`config.mk`:
```
export PLATFORM = sky130hd
export DESIGN_NAME = output_arbiter
export DESIGN_NICKNAME = d
export VERILOG_FILES = /design/src/rtl/output_arbiter_pkg.sv /design/src/rtl/output_arbiter_rr_pick.sv /design/src/rtl/output_arbiter.sv
export SDC_FILE = /design/constraint.sdc
export NUM_CORES = 1
export LEC_CHECK = 0
export CORE_ASPECT_RATIO = 1.25
export CORE_MARGIN = 2
export CORE_UTILIZATION = 45
export DETAILED_ROUTE_END_ITERATION = 12
export MAX_ROUTING_LAYER = met4
export PLACE_DENSITY = 0.73
export SLEW_MARGIN = 20
export SYNTH_ARGS = -nofsm -noshare
export SYNTH_HDL_FRONTEND = slang
export SYNTH_SLANG_ARGS = --single-unit
```
`constraint.sdc`:
```
create_clock -name clk -period 6.8 [get_ports clk]
set_clock_uncertainty 0.15 [all_clocks]
set_input_delay 1.36 -clock clk [delete_from_list [all_inputs] [get_ports clk]]
set_output_delay 1.36 -clock clk [all_outputs]
set_load 0.01 [all_outputs]
```
`src/rtl/output_arbiter_pkg.sv`:
```
// Shared NoC definitions: default sizing, burst lengths, arbiter state encoding
// and the port index helpers used by the port controllers and output arbiters.
package output_arbiter_pkg;

    localparam int default_flit_size    = 4;
    localparam int default_packet_size  = 32;
    localparam int default_address_size = 16;
    localparam int default_port_number  = 5;

    localparam int flit_number         = default_packet_size / default_flit_size;
    localparam int address_flit_number = default_address_size / default_flit_size;
    localparam int port_idx_w          = 3;

    typedef enum logic {
        IDLE = 1'b0,
        BUSY = 1'b1
    } arb_state_t;

    // Cyclic successor of a port index, wrapping at the last real port.
    function automatic logic [port_idx_w-1:0] next_port(input logic [port_idx_w-1:0] idx,
                                                        input int ports);
        return (int'(idx) == ports - 1) ? '0 : idx + 1'b1;
    endfunction

endpackage

```
`src/rtl/output_arbiter_rr_pick.sv`:
```
// Round-robin search: first asserted request at or after rr_ptr, wrapping
// modulo port_number.
module rr_pick
    import output_arbiter_pkg::*;
#(
    parameter int port_number = default_port_number
) (
    input  logic [port_number-1:0] request,
    input  logic [port_idx_w-1:0]  rr_ptr,
    output logic                   found,
    output logic [port_idx_w-1:0]  winner
);

    int                  idx;
    logic [port_idx_w-1:0] idx_w;

    always_comb begin
        found  = 1'b0;
        winner = '0;
        idx    = 0;
        idx_w  = '0;
        for (int k = 0; k < port_number; k++) begin
            idx   = (int'(rr_ptr) + k) % port_number;
            idx_w = idx[port_idx_w-1:0];
            if (!found && request[idx_w]) begin
                found  = 1'b1;
                winner = idx_w;
            end
        end
    end

endmodule

```
`src/rtl/output_arbiter.sv`:
```
// Output arbiter: grants one input port a fixed-length flit burst at a time,
// round-robin between competing ports, and stalls every other requester.
module output_arbiter
    import output_arbiter_pkg::*;
#(
    parameter int flit_size    = default_flit_size,
    parameter int packet_size  = default_packet_size,
    parameter int address_size = default_address_size,
    parameter int port_number  = default_port_number
) (
    input  logic                                   clk,
    input  logic                                   reset,
    input  logic [port_number-1:0]                 request,
    input  logic [port_number*flit_size-1:0]       flit_in,
    output logic [port_number-1:0]                 stall,
    output logic [port_number-1:0]                 grant,
    output logic [port_idx_w-1:0]                  sel,
    output logic [flit_size-1:0]                   flit_out,
    output logic                                   flit_valid,
    output arb_state_t                             state,
    output logic [$clog2(packet_size/flit_size)-1:0] counter,
    output logic [port_idx_w-1:0]                  rr_ptr
);

    localparam int burst_len = packet_size / flit_size;
    localparam int cnt_w     = $clog2(burst_len);
    localparam logic [cnt_w-1:0] last_count = cnt_w'(burst_len - 1);

    arb_state_t            state_next;
    logic [port_idx_w-1:0] owner;
    logic                  found;
    logic [port_idx_w-1:0] winner;
    logic                  last_beat;
    logic                  arb_cycle;
    logic                  take;

    rr_pick #(.port_number(port_number)) u_pick (
        .request (request),
        .rr_ptr  (rr_ptr),
        .found   (found),
        .winner  (winner)
    );

    // The last beat of a burst doubles as an arbitration slot so bursts chain gap-free.
    assign last_beat = (state == BUSY) && (counter == last_count);
    assign arb_cycle = (state == IDLE) || last_beat;
    assign take      = arb_cycle && found;
    assign sel       = owner;

    always_ff @(posedge clk or posedge reset) begin
        if (reset) state <= IDLE;
        else       state <= state_next;
    end

    always_comb begin
        state_next = state;
        if (take)           state_next = BUSY;
        else if (last_beat) state_next = IDLE;
    end

    always_ff @(posedge clk or posedge reset) begin
        if (reset) begin
            owner      <= '0;
            counter    <= '0;
            rr_ptr     <= '0;
            grant      <= '0;
            flit_valid <= 1'b0;
        end else if (take) begin
            owner      <= winner;
            counter    <= '0;
            rr_ptr     <= next_port(winner, port_number);
            grant      <= {{(port_number-1){1'b0}}, 1'b1} << winner;
            flit_valid <= 1'b1;
        end else if (last_beat) begin
            counter    <= '0;
            grant      <= '0;
            flit_valid <= 1'b0;
        end else if (state == BUSY) begin
            counter    <= counter + 1'b1;
        end
    end

    always_comb begin
        stall = request;
        if (take) stall[winner] = 1'b0;
        flit_out = '0;
        if (state == BUSY) flit_out = flit_in[owner*flit_size +: flit_size];
    end

endmodule

```
# Yosys cells after proc, flatten, opt, wreduce, memory -nomap -nowiden
# Index checks and enable logic that the tools add are counted.
# totals
reg_bits	15
input_bits	27
out_inout_bits	25
word_cells	76
# op_classes
n_addsub	6
div_mod_pow	5
n_lt_le_gt_ge	7
n_eq_ne	2
shift	2
n_mux	32
bitwise	3
reduce_logical	14
# op_table
cell	count
remainder unit 32 x 4 -> 32 bit, second input constant	4
remainder unit 4 x 4 -> 32 bit, second input constant	1
two-way mux 3 bit	9
< comparator 3 x 4 -> 1 bit, second input constant	6
indexed part select 20 x 6 -> 4 bit	1
binary-select mux 1 bit (select 3 bit)	5
two-way mux 5 bit	3
two-way mux 1 bit	13
adder 3 x 2 -> 4 bit, second input constant	2
logical AND 1 bit	7
adder 3 x 1 -> 3 bit, second input constant	2
== test 3 bit, second input constant	2
bitwise AND 5 bit	1
inverter 5 bit	1
<< shifter 1 x 3 -> 5 bit, first input constant	1
adder 3 x 1 -> 4 bit, second input constant	1
adder 3 x 3 -> 4 bit, second input constant	1
logical NOT 1 bit	4
two-way mux 4 bit	1
demux 1 bit (select 3 bit)	1
greater-or-equal comparator 3 x 1 -> 1 bit, second input constant	1
nonzero test 3 bit	1
nonzero test 2 bit	1
logical OR 1 bit	1
inverter 1 bit	1

# Longest topological paths before layout
# Gate-level depths: netlist (run 1).
# depth
depth_word	23
mapped_depth	25
mapped_depth_nobuf	22

# Modules after synthesis
# From an unflattened synthesis (run 1), not the netlist that was laid out.
# unflattened
cells_unflattened	307
area_unflattened_um2	2496.1
# modules_own_cells
module	n_inst	cells_each	area_each_um2	seq_area_each_um2
rr_pick	1	222	1591.5	0.0
output_arbiter	1	85	904.6	375.4

# Worst setup path before layout (run 1)
# No wires, ideal clock.
# synth_path
kind	register -> output
from	register rr_ptr[0]
to	output stall[1]
arrival_ns	4.757
t_required_ns	5.290
slack_ns	0.533
path_stages_with_launch	23
path_buffers	4
cell_sequence	dfrtp_1 > buf_2 > buf_2 > clkinv_1 > ha_1 > clkbuf_1 > inv_1 > ha_1 > or3_1 > nand3_1 > nand2_1 > ha_1 > inv_1 > nor2_1 > o22ai_1 > buf_2 > nand4b_1 > o211ai_1 > o31ai_2 > o32ai_1 > a221oi_2 > inv_1 > a31oi_1
# synth_via
elab_chain_len	23
word_cells_on_any_way	46
cone_classes	add/sub (4); div (5); order compare (2); mux (23); bitwise (2); reduce/logical (10)
# synth_lines
item	line_no	text
start, declared	output_arbiter.sv:22	output logic [port_idx_w-1:0] rr_ptr
start signal, assigned	output_arbiter.sv:71	rr_ptr <= next_port(winner, port_number);
branches (longest 15 deep; another with remainder unit 32 x 4 -> 32 bit)	--	
two-way mux 3 bit (*)	output_arbiter_rr_pick.sv:25	if (!found && request[idx_w]) begin
named net u_pick.winner[0]	output_arbiter_rr_pick.sv:11	output logic [port_idx_w-1:0] winner
< comparator 3 x 4 -> 1 bit (not written as such) / greater-or-equal comparator 3 x 1 -> 1 bit (equally long branches)	output_arbiter.sv:85	if (take) stall[winner] = 1'b0;
logical AND 1 bit (not written as such)	output_arbiter.sv:85	
two-way mux 1 bit (not written as such)	output_arbiter.sv:85	
demux 1 bit (select 3 bit) (*)	output_arbiter.sv:85	
inverter 5 bit (no source line) (*)	--	
bitwise AND 5 bit (no source line) (*)	--	
two-way mux 5 bit (*)	output_arbiter.sv:85	
end, declared	output_arbiter.sv:15	output logic [port_number-1:0] stall,
# Mark *: on every way through the listed nets, which the timed path passes. The select of a mux whose other input is x is not followed.

# Final worst setup path (run 1)
# layout_path
from	register rr_ptr[1]
to	output stall[3]
# Same word-level chain as after synthesis.

==> metrics.md, run 1 <==
| Metric | Value |
|---|---|
| Status | complete, no violations |
| Final setup viols | 0 |
| Drt initial violations | 100 |
| Clk sinks | 15 |
| Die Wd | 69.32 um |
| Post-synthesis sequential area ratio | 15.64% |
| DRT Pass-1 Iters | 4 |
| Crit share post-route | 95.10% |
| Post-Synth XOR/XNOR Area | 3.910% |
| HP Class | reg2reg |
| Routed Wire Length | 6746 um |
| Vias | 2,446 |
| Ports | 52 |
| Gr ovfl total | 0 |
| Syn nets | 345 |
| Die area | 0.005936 mm2 |
| Compound-Gate Fraction of Synth Area | 29.46% |
| Root Buffer | clkbuf_8 |
| Final #Nets | 402 |
| Number of synthesized flops with an enable pin | 0 |
| Mean Syn Cell Area | 8.190 um2 |
| Routed wire length per instance | 16.41 um |
| Async S/R FF share, synth | 100.0% |
| Yosys cell types | 69 |
| YS warnings | 0 |
| Worst setup EP type | primary output |
| Initial Util | 46.91% |
| Layout overhead on the synthesized area | 30.45% |
| Number of synthesized register bits | 15 |
| Multiplexer share of the synthesized area | 10.69% |
| CTS H-tree depth | 1 |
| Fin Setup TNS | 0 ns |
| Total GRT Usage | 23.20% |
| Number of global-route vias before repair | 2,397 |
| Routed Antenna Nets | 0 |
| Critical Path RT | 5.29 ns |
| Post-Syn Area | 0.002400 mm2 |
| DP Area | 0.002977 mm2 |
| Longest Clk Path Bufs | 2 |
| RSZ-0062 raised after global routing | false |
| Die Y | 85.65 um |
| Slew HR | 59.59% |
| Slew at the pin with the worst max-slew slack | 0.6021 ns |
| Synth Area in Adders | 13.03% |
| Critical Path Fanout Max | 11 |
| Core area | 0.005116 mm2 |
| Max-cap viol count | 0 |
| CP Launch Type | register |
| Worst path arrival time | 4.96 ns |
| Main combinational cell family by area after synthesis | compound AO/OA/AOI/OAI gates |
| Largest net degree at the start of global routing | 30 |
| DRC Markers | 0 |
| Worst-Skew Late Latency | 0.24 ns |
| Antenna violations before repair | 0 |
| Cells after Synth | 293 |
| Fin. Hold Viols | 0 |
| Post-DP HPWL | 5400 um |
| Finished layout cell area | 0.003131 mm2 |
| Clock transition at path regs | 0.06 ns |
| Min Tclk post-route | 6.467 ns |
| Fin Hold WS | 0.3423 ns |
| Post-CTS Hold Fix Bufs | 0 |
| First-pass GRT wire length | 11,270 um |
| Port bufs | 51 |
| Critical path class | reg2out |
| Routability congestion estimate | 0.9974 |
| Antenna Cells | 0 |
| Clock buffer count from CTS | 3 |
| TritonCTS clock tree | yes |
| Peak Freq | 154.6 MHz |
| Synth Area in Simple Gates | 21.32% |
| Via-to-Cell Ratio | 5.951 |
| Primary FF master, synth | dfrtp_1 |
| Layout cell share with drive strength beyond 1 | 15.19% |
| Final Max Slew Viols | 0 |
| Site row count | 29 |
flip-flops by register name, summed over array words and instances (netlist names):
signal	flops
grant	5
counter	3
rr_ptr	3
sel	3
flit_valid	1
through the flow:
stage	worst slack, ns	instances	util, %
CTS	0.04699	407	59.48
detailed placement	0.2471	401	58.18
global placement	0.4382	401	58.18
floorplan	0.5333	293	-
global route	0.02498	411	61.19
finish	0.3335	411	61.19
logic make-up (layout without fill, tap and decap cells):
group | after synthesis | after routing
AOI/OAI and AO/OA | 96 | 96
xor gates and xnor gates | 9 | 9
adders and majority gates | 25 | 25
buffers and inverters | 33 | 89
DFF | 15 | 15
muxes | 20 | 20
and+or+nand+nor | 95 | 95
cells in the mapped netlist (all sizes together) (3+ instances only):
| cell type | instances | share of area [%] |
|---|---|---|
| a211oi | 4 | 1.5 |
| a21boi | 7 | 2.2 |
| a21o | 6 | 2.0 |
| a21oi | 16 | 3.3 |
| a22o | 6 | 2.3 |
| a31oi | 5 | 1.3 |
| and2 | 3 | 0.78 |
| buf | 8 | 2.0 |
| clkbuf | 4 | 0.63 |
| dfrtp | 15 | 16 |
| ha | 25 | 13 |
| inv | 20 | 3.1 |
| mux2 | 5 | 2.3 |
| mux2i | 11 | 4.6 |
| mux4 | 4 | 3.8 |
| nand2 | 20 | 3.1 |
| nand2b | 7 | 1.8 |
| nand3 | 12 | 2.5 |
| nand4b | 4 | 1.5 |
| nor2 | 19 | 3.0 |
| nor2b | 5 | 1.3 |
| nor3 | 5 | 1.3 |
| o211ai | 5 | 1.6 |
| o21a | 6 | 1.9 |
| o21ai | 15 | 3.6 |
| o22ai | 4 | 1.0 |
| o31ai | 3 | 1.1 |
| o32ai | 3 | 1.1 |
| or2 | 3 | 0.78 |
| or3 | 8 | 2.3 |
| xnor2 | 7 | 2.9 |
layout make-up:
| type | instances | area [um2] |
|---|---|---|
| Tap cell | 62 | 77.57 |
| Fill cell | 481 | 1986 |
| Inverter | 21 | 78.83 |
| Multi-Input combinational cell | 245 | 1943 |
| Clock buffer | 4 | 45.04 |
| Timing Repair Buffer | 64 | 610.6 |
| Sequential cell | 15 | 375.4 |
placed cells by master, fill, tap and decap left out, types with 4 or more instances in the layout:
cell / instances
clkdlybuf4s50_1: 50
nor3_1: 4
o21ai_0: 11
o211ai_1: 5
dfrtp_1: 15
nand2b_1: 7
nand3_1: 12
o21a_1: 6
o22ai_1: 4
mux4_2: 4
a21o_1: 4
ha_1: 24
inv_1: 18
a21boi_0: 6
nand2_1: 19
or3_1: 7
mux2_2: 5
mux2i_1: 11
xnor2_1: 6
a21oi_1: 16
nor2b_1: 5
buf_4: 13
nand4b_1: 4
nor2_1: 19
a31oi_1: 4
timing repair:
action	4_1_cts	5_1_grt
endpoints found under the setup margin	1	5
pin swaps	1	3
setup buffers	2	4
resized for setup	1	12
routing by layer:
layer  up-vias  routed length [um]  GRT usage (%)  part of all wire [%]
li1       1201                   -              -                     -
met1      1167                2818          26.88                    42
met2        72                3636          43.88                    54
met3         6                 240          1.763                   3.6
met4         0                  51          4.456                  0.76
met5         -                   0              -                     0
critical path: stages (launching register included):
cell	delay, ns
dfrtp_1	0.39
inv_2	0.15
ha_4	0.20
inv_1	0.05
ha_1	0.32
inv_1	0.08
ha_1	0.19
or3_1	0.37
nand3_1	0.14
nand2_2	0.12
ha_1	0.23
inv_1	0.07
nor2_1	0.04
o22ai_1	0.12
buf_4	0.20
nand4b_1	0.13
o211ai_1	0.15
o31ai_4	0.35
o32ai_1	0.16
a221oi_2	0.30
inv_1	0.13
a31oi_1	0.24
clkdlybuf4s50_1	0.57
path summary, 6_finish.rpt:
path | start | endpoint | slack [ns] | depth (start not counted)
max | rr_ptr[1]$_DFFE_PP0P_ | stall[3] | 0.33 | 22
min | grant[4]$_DFFE_PP0P_ | grant[4]$_DFFE_PP0P_ | 0.34 | 1
max reg2reg | rr_ptr[1]$_DFFE_PP0P_ | rr_ptr[2]$_DFFE_PP0P_ | 1.92 | 23
min reg2reg | grant[4]$_DFFE_PP0P_ | grant[4]$_DFFE_PP0P_ | 0.34 | 1
max in group asynchronous | reset | flit_valid$_DFFE_PP0P_ | 4.79 | 2
min in group asynchronous | reset | sel[0]$_DFFE_PP0P_ | 1.32 | 2
Power of run 1 is left out: the tool's default activity adds up to more than one toggle a clock period on the data nets, which glitch-free logic cannot reach.
==> run 2, diff against run 1 <==
Settings changed: TNS_END_PERCENT set to 10.
==> metrics.md, run 2 (synthesis gave the netlist of run 1 again) <==
| Metric | Value |
|---|---|
| Worst Slack Setup Final | 0.3510 ns (+0.01746 ns) |
| Routability congestion estimate | 0.9974 (unchanged) |
| Routed Wire Length | 6706 um (-0.59%) |
| Longest Clk Path Bufs | 2 (unchanged) |
| Antenna Cells | 0 (unchanged) |
| Setup WS pre-CTS | 0.2471 ns (unchanged) |
| Status | complete, no violations |
| Port bufs | 51 (unchanged) |
| Initial Util | 46.91% (unchanged) |
| Final #Nets | 401 (-0.25%) |
| Largest net degree at the start of global routing | 30 (unchanged) |
| Total GRT Usage | 23.20% (unchanged) |
| Layout overhead on the synthesized area | 29.72% |
| Max FFs per register | 5 (unchanged) |
| Max-cap viol count | 0 (unchanged) |
| Layout cell share with drive strength beyond 1 | 14.37% (-0.82 points) |
| CP Launch Type | register |
| Fin. Hold Viols | 0 (unchanged) |
| Fin Setup TNS | 0 ns (unchanged) |
| Critical Path RT | 5.29 ns (about the same) |
| Routed wire length per instance | 16.36 um (-0.35%) |
| Antenna violations before repair | 0 (unchanged) |
| Final Max Slew Viols | 0 (unchanged) |
| Worst-Skew Late Latency | 0.24 ns (about the same) |
| DRC Markers | 0 (unchanged) |
| Largest register by flop count | grant |
| Vias | 2,450 (+0.16%) |
| Drt initial violations | 103 (+3.0%) |
| Crit share post-route | 94.84% (-0.26 points) |
| Most frequent cells in the layout | 50 x clkdlybuf4s50_1, 24 x ha_1, 19 x nor2_1, 19 x nand2_1, 18 x inv_1 |
| Peak Freq | 155.1 MHz (+0.27%) |
| Site row count | 29 (unchanged) |
| Clk sinks | 15 (unchanged) |
| Root Buffer | clkbuf_8 |
| Core area | 0.005116 mm2 (unchanged) |
| Clock transition at path regs | 0.06 ns (about the same) |
| First-pass GRT wire length | 11,270 um (unchanged) |
| Post-DP HPWL | 5400 um (unchanged) |
| Min Tclk post-route | 6.449 ns (-0.01746 ns) |
| CTS H-tree depth | 1 (unchanged) |
| Clock buffer count from CTS | 3 (unchanged) |
| Slew HR | 58.50% (-1.1 points) |
| Worst path arrival time | 4.94 ns (-0.02 ns) |
| Critical Path Fanout Max | 11 (unchanged) |
| Critical path class | reg2out |
| Most common cell after layout, fill and taps aside | clkdlybuf4s50_1 |
| DRT Pass-1 Iters | 4 (unchanged) |
| TritonCTS clock tree | yes |
| HP Class | reg2reg |
| Die area | 0.005936 mm2 (unchanged) |
| Gr ovfl total | 0 (unchanged) |
| Slew at the pin with the worst max-slew slack | 0.6183 ns (+0.01621 ns) |
| Routed Antenna Nets | 0 (unchanged) |
| Post-CTS Hold Fix Bufs | 0 (unchanged) |
| Die Y | 85.65 um (unchanged) |
| RSZ-0062 raised after global routing | false |
| Via-to-Cell Ratio | 5.976 (+0.41%) |
| Final setup viols | 0 (unchanged) |
| Number of global-route vias before repair | 2,397 (unchanged) |
| Die Wd | 69.32 um (unchanged) |
| Ports | 52 (unchanged) |
| Worst setup EP type | primary output |
## run 2: cell types whose count changed in the layout (fill, tap and decap cells not counted), sizes merged
cell / delta
buf: -1
## run 2: worst paths after layout
kind	start	endpoint	slack (ns)	depth (start not counted)
max	rr_ptr[1]$_DFFE_PP0P_	stall[3]	0.35	22
min	grant[4]$_DFFE_PP0P_	grant[4]$_DFFE_PP0P_	0.34	1
max reg2reg	rr_ptr[1]$_DFFE_PP0P_	rr_ptr[2]$_DFFE_PP0P_	1.92	23
min reg2reg	grant[4]$_DFFE_PP0P_	grant[4]$_DFFE_PP0P_	0.34	1
max in group asynchronous	reset	flit_valid$_DFFE_PP0P_	4.79	2
min in group asynchronous	reset	sel[0]$_DFFE_PP0P_	1.32	2
## run 2: area by class of cell
cell class	instances	area, um2
Fill cell	481	2003
Multi-Input combinational cell	245	1933
Timing Repair Buffer	63	603.1
Sequential cell	15	375.4
Inverter	21	78.83
Tap cell	62	77.57
Clock buffer	4	45.04
## run 2: worst max-delay path, stage by stage, from the launching register on
cell	delay, ns
dfrtp_1	0.39
inv_2	0.15
ha_4	0.20
inv_1	0.05
ha_1	0.33
inv_1	0.09
ha_1	0.20
or3_1	0.37
nand3_1	0.14
nand2_2	0.12
ha_1	0.23
inv_1	0.07
nor2_1	0.04
o22ai_1	0.12
buf_4	0.20
nand4b_1	0.13
o211ai_1	0.14
o31ai_4	0.33
o32ai_1	0.17
a221oi_2	0.30
inv_1	0.13
a31oi_1	0.24
clkdlybuf4s50_1	0.57
## run 2: through the flow
| step | hold slack [ns] | cells | area [um2] | util (%) |
|---|---|---|---|---|
| 2_1_floorplan | 0.3764 | 293 | 2400 | - |
| 3_3_place_gp | 0.3267 | 401 | 2977 | 58.18 |
| 3_5_place_dp | 0.3290 | 401 | 2977 | 58.18 |
| 4_1_cts | 0.3416 | 407 | 3043 | 59.48 |
| 5_1_grt | 0.3761 | 410 | 3113 | 60.85 |
| 6_report | 0.3396 | 410 | 3113 | 60.85 |
## run 2: metal layers
layer	vias to the layer above	wire (um)	track usage, %	part of all wire (%)
met3	7	272	1.763	4.1
li1	1199	-	-	-
met1	1167	2768	26.88	41
met5	-	0	-	0
met2	77	3612	43.88	54
met4	0	53	4.456	0.79
## run 2: repair_timing
item,4_1_cts,5_1_grt
pin swaps,1,2
setup buffers,2,3
endpoints found under the setup margin,1,5
gates resized for setup,1,10
endpoints found under the hold margin,0,0
Power of run 2 is left out for the same reason.
==> run 3, diff against run 2 <==
Settings changed: CELL_PAD_IN_SITES_DETAIL_PLACEMENT set to 0, CELL_PAD_IN_SITES_GLOBAL_PLACEMENT set to 1, CORE_UTILIZATION 45 to 38, PLACE_DENSITY 0.73 to 0.82.
==> metrics.md, run 3 (synthesis gave the netlist of run 1 again) <==
| Metric | Value |
|---|---|
| Slowest cell on crit path | clkdlybuf4s50_1 |
| Routed Wire Length | 7036 um (+4.9%) |
| Fin. Hold Viols | 0 (unchanged) |
| Critical path class | reg2out |
| Gr ovfl total | 0 (unchanged) |
| DRC Markers | 0 (unchanged) |
| Clk sinks | 15 (unchanged) |
| Longest Clk Path Bufs | 2 (unchanged) |
| Most common cell after layout, fill and taps aside | clkdlybuf4s50_1 |
| DRT Pass-1 Iters | 4 (unchanged) |
| Clock buffer count from CTS | 3 (unchanged) |
| Slew HR | 60.03% (+1.5 points) |
| Site row count | 32 (+10%) |
| Number of global-route vias before repair | 2,359 (-1.6%) |
| Die Wd | 75.08 um (+8.3%) |
| CP top delay family | compound AO/OA/AOI/OAI gates |
| Die area | 0.006971 mm2 (+17%) |
| Critical Path RT | 5.29 ns (about the same) |
| Met3 usage | 1.306% (-0.46 points) |
| Max incr delay on CP | 0.52 ns (-0.05 ns) |
| Root Buffer | clkbuf_8 |
| Clock transition at path regs | 0.07 ns (about the same) |
| Vias | 2,466 (+0.65%) |
| Port bufs | 51 (unchanged) |
| Via-to-Cell Ratio | 5.617 (-6.0%) |
| Antenna Cells | 0 (unchanged) |
| Peak Freq | 153.4 MHz (-1.1%) |
| HP Class | reg2reg |
| Max-cap viol count | 0 (unchanged) |
| Worst path arrival time | 5.01 ns (+0.07 ns) |
| CTS H-tree depth | 1 (unchanged) |
| Post-DP HPWL | 5537 um (+2.5%) |
| Most frequent cells in the layout | 51 x clkdlybuf4s50_1, 25 x ha_1, 19 x nor2_1, 19 x nand2_1 |
| DP Area | 0.003020 mm2 (+1.5%) |
| First-pass GRT wire length | 11,390 um (+1.0%) |
| Critical Path Fanout Max | 8 (-3) |
| Layout overhead on the synthesized area | 32.79% |
| Antenna violations before repair | 0 (unchanged) |
| Max FFs per register | 5 (unchanged) |
| Routing usage on met2 | 38.60% (-5.3 points) |
| Final setup viols | 0 (unchanged) |
| Drt initial violations | 92 (-11%) |
| Most used routing layer | met2 |
| Fin cells | 439 (+7.1%) |
| CP bufs+invs | 6 (-1) |
| Crit share post-route | 95.89% (+1.0 points) |
| Final Max Slew Viols | 0 (unchanged) |
| FILL cells | 591 (+23%) |
| Largest net degree at the start of global routing | 30 (unchanged) |
| Min Tclk post-route | 6.520 ns (+0.07135 ns) |
| CP Launch Type | register |
| Status | complete, no violations |
| Ports | 52 (unchanged) |
| Inst Count DP | 426 (+6.2%) |
| Routed Antenna Nets | 0 (unchanged) |
| TritonCTS clock tree | yes |
| Die Y | 92.85 um (+8.4%) |
| CP cell instances | inv_2 -> ha_1 -> inv_1 -> ha_1 -> inv_1 -> ha_1 -> or3_4 -> nand3_1 -> nand2_2 -> ha_1 -> inv_1 -> nor2_1 -> o22ai_1 -> buf_4 -> mux2_2 -> and3_1 -> a2111oi_1 -> o31ai_1 -> a211oi_2 -> a31oi_1 -> clkdlybuf4s50_1 |
| Slew at the pin with the worst max-slew slack | 0.5989 ns (-0.01941 ns) |
| Worst setup EP type | primary output |
| Worst-Skew Late Latency | 0.25 ns (about the same) |
| Largest register by flop count | grant |
| Routability congestion estimate | 0.8840 (-11%) |
| Initial Util | 39.17% (-7.7 points) |
| Core area | 0.006126 mm2 (+20%) |
| Global-route met1 utilization | 25.62% (-1.3 points) |
| Total GRT Usage | 21.06% (-2.1 points) |
| Routed wire length per instance | 16.03 um (-2.0%) |
| Final core utilization | 52.02% (-8.8 points) |
| Final #Nets | 407 (+1.5%) |
| Most Frequent Cell on Critical Path | ha_1 |
| Layout cell share with drive strength beyond 1 | 16.38% (+2.0 points) |
| Finished layout cell area | 0.003187 mm2 (+2.4%) |
==> run 3: cell count changes in the layout (fill, tap and decap cells not counted), sizes merged <==
cell / previous run / this run
dlymetal6s2s: 1 / 0
clkdlybuf4s50: 50 / 51
buf: 12 / 18
==> run 3: metrics by stage <==
stage,worst slack (ns),setup TNS [ns],hold slack (ns)
3_3_place_gp,0.4522,0,0.3288
4_1_cts,0.04364,0,0.3557
3_5_place_dp,0.3341,0,0.3407
2_1_floorplan,0.5333,0,0.3764
5_1_grt,-0.1048,-0.1686,0.3848
6_report,0.2796,0,0.3485
==> run 3: final cells by class <==
| cell class | count | area [um2] | area share [%] |
|---|---|---|---|
| tap | 85 | 106.4 | 3.337 |
| clock buffer | 4 | 45.04 | 1.413 |
| sequential | 15 | 375.4 | 11.78 |
| inverter | 21 | 78.83 | 2.473 |
| timing repair buffer | 69 | 658.1 | 20.65 |
| multi-input combinational | 245 | 1923 | 60.35 |
==> run 3: repair_timing <==
action,CTS,global route
resized for setup,0,10
setup endpoints to repair,0,5
hold buffers,0,0
buffers inserted,0,9
==> run 3: worst paths after layout <==
| kind | startpoint | endpoint | slack [ns] | depth (start not counted) |
|---|---|---|---|---|
| worst max-delay path | rr_ptr[1]$_DFFE_PP0P_ | stall[0] | 0.28 | 21 |
| worst min-delay path | grant[4]$_DFFE_PP0P_ | grant[4]$_DFFE_PP0P_ | 0.35 | 1 |
| worst max register to register | rr_ptr[1]$_DFFE_PP0P_ | rr_ptr[2]$_DFFE_PP0P_ | 1.89 | 23 |
| worst min register to register | grant[4]$_DFFE_PP0P_ | grant[4]$_DFFE_PP0P_ | 0.35 | 1 |
| max in group asynchronous | reset | counter[0]$_DFFE_PP0P_ | 4.79 | 2 |
| min in group asynchronous | reset | grant[4]$_DFFE_PP0P_ | 1.32 | 2 |
==> run 3: metal layers <==
layer  share of wire, %  routed length, um
met5                  0                  0
met4               0.37                 26
met3                3.5                249
met2                 52               3674
met1                 44               3085
Power of run 3 is left out for the same reason.
